===== config.mk =====
export PLATFORM = sky130hd
export DESIGN_NAME = julia_pixel_scheduler
export DESIGN_NICKNAME = d
export VERILOG_FILES = /design/src/rtl/julia_pixel_scheduler.sv
export SDC_FILE = /design/constraint.sdc
export NUM_CORES = 1
export LEC_CHECK = 0
export CAP_MARGIN = 0
export CORE_MARGIN = 8
export CORE_UTILIZATION = 47
export DETAILED_ROUTE_END_ITERATION = 10
export PLACE_DENSITY = 0.79
export REMOVE_ABC_BUFFERS = 1
export SYNTH_ARGS = -nofsm -noshare
export SYNTH_HDL_FRONTEND = slang
export SYNTH_SLANG_ARGS = --single-unit

===== constraint.sdc =====
create_clock -name clk -period 3.4 [get_ports clk]
set_clock_uncertainty 0.05 [all_clocks]
set_input_delay 1.02 -clock clk [delete_from_list [all_inputs] [get_ports clk]]
set_output_delay 1.02 -clock clk [all_outputs]
set_load 0.01 [all_outputs]

===== src/rtl/julia_pixel_scheduler.sv =====
// Frame scheduler for the Julia worker: walks a COLS x ROWS frame in raster order,
// feeds each pixel's starting z and the frame constant c to the calculator, and
// hands finished pixels downstream over valid/ready.
module julia_pixel_scheduler #(
  parameter int WIDTH      = 20,
  parameter int FRACTIONAL = 10,
  parameter int COLS       = 640,
  parameter int ROWS       = 480
) (
  input  logic             clk,
  input  logic             n_rst,
  input  logic             frame_start,
  input  logic [WIDTH-1:0] real_origin,
  input  logic [WIDTH-1:0] imag_origin,
  input  logic [WIDTH-1:0] step,
  input  logic [WIDTH-1:0] c_real_in,
  input  logic [WIDTH-1:0] c_imag_in,
  output logic             calc_start,
  output logic [WIDTH-1:0] z_real_out,
  output logic [WIDTH-1:0] z_imag_out,
  output logic [WIDTH-1:0] c_real_out,
  output logic [WIDTH-1:0] c_imag_out,
  output logic [7:0]       iteration_out,
  input  logic             calc_done,
  input  logic [7:0]       pixel_in,
  output logic             out_valid,
  input  logic             out_ready,
  output logic [7:0]       out_pixel,
  output logic [9:0]       out_x,
  output logic [9:0]       out_y,
  output logic             out_last,
  output logic             busy,
  output logic             frame_done
);

  // state | meaning
  // IDLE  | waiting for frame_start, handshake outputs low
  // CALC  | calc_start high; first cycle is the calculator's load cycle
  // HOLD  | result presented on out_*; calculator cleared
  localparam logic [1:0] ST_IDLE = 2'd0;
  localparam logic [1:0] ST_CALC = 2'd1;
  localparam logic [1:0] ST_HOLD = 2'd2;

  localparam logic [9:0] LAST_X = 10'(COLS - 1);
  localparam logic [9:0] LAST_Y = 10'(ROWS - 1);

  if (FRACTIONAL < 0 || FRACTIONAL >= WIDTH) begin : g_bad_frac
    $error("FRACTIONAL must lie inside WIDTH");
  end
  if (COLS < 1 || COLS > 1024 || ROWS < 1 || ROWS > 1024) begin : g_bad_size
    $error("COLS and ROWS must be within 1..1024");
  end

  logic [1:0]       state;
  logic             load;
  logic [9:0]       x;
  logic [9:0]       y;
  logic [WIDTH-1:0] z_real;
  logic [WIDTH-1:0] z_imag;
  logic [WIDTH-1:0] c_real;
  logic [WIDTH-1:0] c_imag;
  logic [WIDTH-1:0] origin_real;
  logic [WIDTH-1:0] step_q;
  logic [7:0]       pixel_q;
  logic             last_q;
  logic             frame_done_q;

  logic [9:0] x_inc;
  logic [9:0] y_inc;
  logic       last_pix;
  logic       handshake;

  assign x_inc     = x + 10'd1;
  assign y_inc     = y + 10'd1;
  assign last_pix  = (x == LAST_X) && (y == LAST_Y);
  assign handshake = (state == ST_HOLD) && out_ready;

  always_ff @(posedge clk or negedge n_rst) begin
    if (!n_rst) begin
      state        <= ST_IDLE;
      load         <= 1'b0;
      x            <= '0;
      y            <= '0;
      z_real       <= '0;
      z_imag       <= '0;
      c_real       <= '0;
      c_imag       <= '0;
      origin_real  <= '0;
      step_q       <= '0;
      pixel_q      <= '0;
      last_q       <= 1'b0;
      frame_done_q <= 1'b0;
    end else begin
      frame_done_q <= 1'b0;
      case (state)
        ST_IDLE: begin
          if (frame_start) begin
            state       <= ST_CALC;
            load        <= 1'b1;
            x           <= '0;
            y           <= '0;
            z_real      <= real_origin;
            z_imag      <= imag_origin;
            origin_real <= real_origin;
            step_q      <= step;
            c_real      <= c_real_in;
            c_imag      <= c_imag_in;
            last_q      <= (LAST_X == 10'd0) && (LAST_Y == 10'd0);
          end
        end
        ST_CALC: begin
          load <= 1'b0;
          // calc_done during the load cycle belongs to the previous pixel's clear
          if (!load && calc_done) begin
            pixel_q <= pixel_in;
            state   <= ST_HOLD;
          end
        end
        ST_HOLD: begin
          if (handshake) begin
            if (last_pix) begin
              state        <= ST_IDLE;
              frame_done_q <= 1'b1;
              last_q       <= 1'b0;
            end else begin
              state <= ST_CALC;
              load  <= 1'b1;
              if (x != LAST_X) begin
                x      <= x_inc;
                z_real <= z_real + step_q;
                last_q <= (x_inc == LAST_X) && (y == LAST_Y);
              end else begin
                x      <= '0;
                y      <= y_inc;
                z_real <= origin_real;
                z_imag <= z_imag - step_q;
                last_q <= (LAST_X == 10'd0) && (y_inc == LAST_Y);
              end
            end
          end
        end
        default: state <= ST_IDLE;
      endcase
    end
  end

  assign calc_start    = (state == ST_CALC);
  assign out_valid     = (state == ST_HOLD);
  assign busy          = (state != ST_IDLE);
  assign z_real_out    = z_real;
  assign z_imag_out    = z_imag;
  assign c_real_out    = c_real;
  assign c_imag_out    = c_imag;
  assign iteration_out = 8'd0;
  assign out_pixel     = pixel_q;
  assign out_x         = x;
  assign out_y         = y;
  assign out_last      = last_q;
  assign frame_done    = frame_done_q;

endmodule


==> results.md <==
- The antenna diode count is 0.
- The quantity of gates resized following cts is 0.
- The Yosys step of the flow raised 0 warnings.
- Of all nets on the critical path, the largest fanout is 3.
- Routability-driven placement finished with a final weighted congestion of between 0.8 and 0.9.
- The number of synthesized register bits is ~150.
- The synthesized netlist devotes 6.52% of its cell area to adder and majority cells.
- The number of levels the H-tree was split into is 4.
- For this run, design rule violations remaining after detail routing come to 0.
- The area share of and/or/nand/nor cells after synthesis is a little under a quarter.
- The total number of nets in the final design is 1356.
- The critical path endpoint category is a flip-flop.
- The number of antenna violations at the first check in global routing is 0.
- The synthesized area divided by synthesized cell count is slightly below 9 um2.
- In this run the horizontal extent of the chip is 150 um.
- Detailed placement ended at an HPWL of around 19000 um.
- Counting along the longest clock path gives a buffer depth of 2.
- The first global-routing pass estimated about 40000 um of wire.
- The CTS tree is done.
- The arrival time of the worst setup path is about 3400 ps.
- Entering global routing, the biggest net connects 69 pins.
- The number of iterations in the first detailed-routing pass is 6.
- The slew of the pin with the lowest slew margin is approximately 650 ps.
- The root buffer cell is sky130_fd_sc_hd__clkbuf_16.
- In this run the tightest slew margin relative to its limit is ~56%.
- The initial core utilization is roughly 48%.
- The area of the die is 0.0226 mm2.
- The synthesized-area fraction occupied by ao, oa, aoi and oai cells is 15.8%.
- The overall track demand over capacity in global routing is between 20% and 30%.
- Setup repair after global routing left no endpoint under its margin.
- The dominant combinational cell family by area after synthesis is simple AND/OR/NAND/NOR gates.
- The total power per unit cell area is between 900 and 1000 mW/mm2.
- In this run the tool buffered the top-level ports with about 230 buffer cells.
- Clock latency on the worst-skew pair, taken at its later pin, is approximately 430 ps.
- The count of pins on the block boundary is ~230.
- The floorplan step set the die height to ~150 um.
- The number of buffers added to fix hold violations after cts is 0.
- The placed instance area is approximately 0.011 mm2.
- Clock-pin slew was measured on the worst setup and hold paths at roughly 60 ps.
- The placement row count is between 40 and 50.
- The run finished with clean final reports.
- Dividing the detail-routed wire length by the instance count gives approximately 18 um.
- The leakage component of the power is approximately 0.0054 uW.
- In this run the worst hold path is classified as flip-flop to flip-flop.
- The worst-case vdd ir drop is roughly 460 uV.
- The post-CTS repair timing setup buffer count is 0.
- The detailed router's first-iteration violation count is 469.
- The minimum hold slack is between 400 and 500 ps.
- The share of cell area taken by muxes after synthesis is around 1.8%.
- The detail route stage leaves a number of antenna-violating nets equal to 0.
- The top cell types in the final layout, fill and taps aside, are 270 x sky130_fd_sc_hd__nand2_1, 224 x sky130_fd_sc_hd__clkdlybuf4s50_1, 153 x sky130_fd_sc_hd__dfrtp_1, 70 x sky130_fd_sc_hd__o21ai_0, 54 x sky130_fd_sc_hd__nor2_1.
- The most used flip-flop cell after synthesis is sky130_fd_sc_hd__dfrtp_1.
- The critical path data required time is around 3700 ps.
- The total CTS buffers is 17.
- The area taken by multi-input logic gates is 0.00429 mm2.
- The category of the worst setup path launch point is a flip-flop.
- The library cell used most frequently in the layout, excluding fill and tap cells, is sky130_fd_sc_hd__nand2_1.
- The fraction of final layout cells with drive strength greater than 1 is under 10%.
- Summed over all failing endpoints, the final setup total negative slack is 0 ps.
- The count of final max-slew check failures is 0.
- The synthesized instance count is 973.
- In this run the cell area of the synthesized design comes to 0.00848 mm2.
- The worst register-to-register path has a setup slack of about 360 ps.
- The number of hold-slack violations in the final timing report came to 0.
- The fmax is roughly 330 MHz.
- Across the whole layout, storage elements account for 0.00383 mm2.
- The critical setup path kind is flip-flop to flip-flop.
- The count of flip-flops with a built-in enable after synthesis is 0.
- The number of global-route vias before repair is around 8000.
- Summing the sequential cell areas from Yosys gives 45.1% of the chip area.
- The cell count after placement is 1410.
- The layout overhead on the synthesized area is 37.2%.
- Setup violations remaining at the end of the flow were counted as 0.
- The count of cell types in the netlist is 68.
- The finished layout cell area is about 0.012 mm2.
- The filler cells instantiated in the layout total around 1500.
- The post-synthesis xor/xnor area fraction is ~3.4%.
- The aggregate routed wire length is ~25000 um.
- The number of vias per cell after detailed routing is 5.40.
- The routed layout has between 7000 and 8000 vias.
- Global routing finished with a remaining overflow of 0.
- The total core area is 0.0178 mm2.
- Counting flops with an async set or reset pin after synthesis yields a share of 100%.
- The tool flagged a number of max-cap violations equal to 0.
- The minimum clock period after layout is 3040 ps.
- The post-layout instance count excluding filler cells is roughly 1400.
- The clock net in this run drives a total of roughly 150 sinks.
- The final worst-path cycle share is about 90%.
## flip-flops by register name, summed over array words and instances, names as in the netlist
signal and cells:
c_imag_out 20, c_real_out 20, origin_real 20, step_q 20, z_imag_out 20, z_real_out 20
out_x 10, out_y 10, out_pixel 8, state 2, frame_done 1, load 1
out_last 1
## worst paths after layout
check | from | endpoint | depth (start not counted)
setup / recovery | step_q[0] | z_real_out[18] | 11
hold / removal | c_imag_out[2] | c_imag_out[2] | 2
setup reg to reg | step_q[0] | z_real_out[18] | 11
hold reg to reg | c_imag_out[2] | c_imag_out[2] | 2
max in group asynchronous | n_rst | z_real_out[17] | 2
min in group asynchronous | n_rst | c_real_out[1] | 1
## where the power goes
group / leakage [uW] / switching [uW] / internal [uW]
registers: 0.00191 / 601 / 2590
clock network: 0.000283 / 785 / 1110
logic: 0.00321 / 3290 / 2960
## routing by layer
layer / up-vias / routed length, um / track usage (%) / share of wire, %
li1: 3768 / - / - / -
met1: 3725 / 10200 / 26.7 / 40
met2: 259 / 12400 / 38.4 / 49
met3: 42 / 2200 / 8.18 / 8.7
met4: 0 / 607 / 7.35 / 2.4
met5: - / 0 / 0 / 0
## area by class of cell
| type | instances | share of cell area (%) |
|---|---|---|
| clock buffer | 20 | 3.84 |
| inverter | 39 | 1.26 |
| timing repair buffer | 252 | 21.4 |
| clock inverter | 12 | 1.24 |
| tap | 229 | 2.46 |
| multi-input combinational | 737 | 36.9 |
| sequential | 153 | 32.9 |
## synth_stat cells, types with 4 or more instances
library cell	count	share of area [%]
sky130_fd_sc_hd__o311ai_0	5	0.52
sky130_fd_sc_hd__and3_1	20	1.5
sky130_fd_sc_hd__nand4_1	7	0.52
sky130_fd_sc_hd__mux2_2	8	1.1
sky130_fd_sc_hd__inv_1	39	1.7
sky130_fd_sc_hd__a211o_1	4	0.41
sky130_fd_sc_hd__a221o_1	9	1.1
sky130_fd_sc_hd__nor2b_1	9	0.66
sky130_fd_sc_hd__buf_4	11	0.97
sky130_fd_sc_hd__nand2b_1	5	0.37
sky130_fd_sc_hd__o21ai_0	70	4.1
sky130_fd_sc_hd__xor2_1	12	1.2
sky130_fd_sc_hd__xnor2_1	21	2.2
sky130_fd_sc_hd__o21bai_1	6	0.53
sky130_fd_sc_hd__dfrtp_1	153	45
sky130_fd_sc_hd__or3_1	4	0.29
sky130_fd_sc_hd__nand3_1	19	1.1
sky130_fd_sc_hd__a22oi_1	5	0.44
sky130_fd_sc_hd__nor3_1	16	0.94
sky130_fd_sc_hd__a21oi_1	47	2.8
sky130_fd_sc_hd__a221oi_2	5	0.89
sky130_fd_sc_hd__or4_1	4	0.35
sky130_fd_sc_hd__nand2_1	271	12
sky130_fd_sc_hd__buf_2	7	0.41
sky130_fd_sc_hd__clkbuf_1	31	1.4
sky130_fd_sc_hd__nor2_1	54	2.4
sky130_fd_sc_hd__a21o_1	16	1.4
sky130_fd_sc_hd__ha_1	41	6.0
sky130_fd_sc_hd__mux2i_1	6	0.71
sky130_fd_sc_hd__a31oi_1	10	0.74
## logic make-up (layout without fill, tap and decap cells)
kind of cell | after synthesis | in the layout
AO/OA/AOI/OAI | 205 | 205
XOR/XNOR | 33 | 33
adder cells (fa/ha/maj) | 43 | 43
buffers and inverters | 90 | 323
flip-flops | 153 | 153
multiplexers | 14 | 14
other | 1 | 8
AND/OR/NAND/NOR | 434 | 434
## worst max-delay path: stages (launching register included)
cell                       delay [ps]
sky130_fd_sc_hd__dfrtp_1          390
sky130_fd_sc_hd__ha_1             190
sky130_fd_sc_hd__inv_1             60
sky130_fd_sc_hd__fa_1             370
sky130_fd_sc_hd__nor2b_1          160
sky130_fd_sc_hd__o21ai_0          140
sky130_fd_sc_hd__a21oi_1          250
sky130_fd_sc_hd__o21bai_1         150
sky130_fd_sc_hd__a31oi_1          390
sky130_fd_sc_hd__o21ai_0          230
sky130_fd_sc_hd__or4_1            500
sky130_fd_sc_hd__nand3_1           90
## metrics by stage
| stage | setup WS, ps | total power [uW] | utilization [%] |
|---|---|---|---|
| finish | 355 | 11300 | 65.2 |
| global route | 167 | 12200 | 65.2 |
| CTS | 399 | 11400 | 65.2 |
| detailed placement | 225 | 9410 | 61.9 |
| global placement | 252 | 9270 | 61.9 |
| floorplan | -297 | 6980 | - |
No activity file was read; power rests on OpenSTA's default activity.
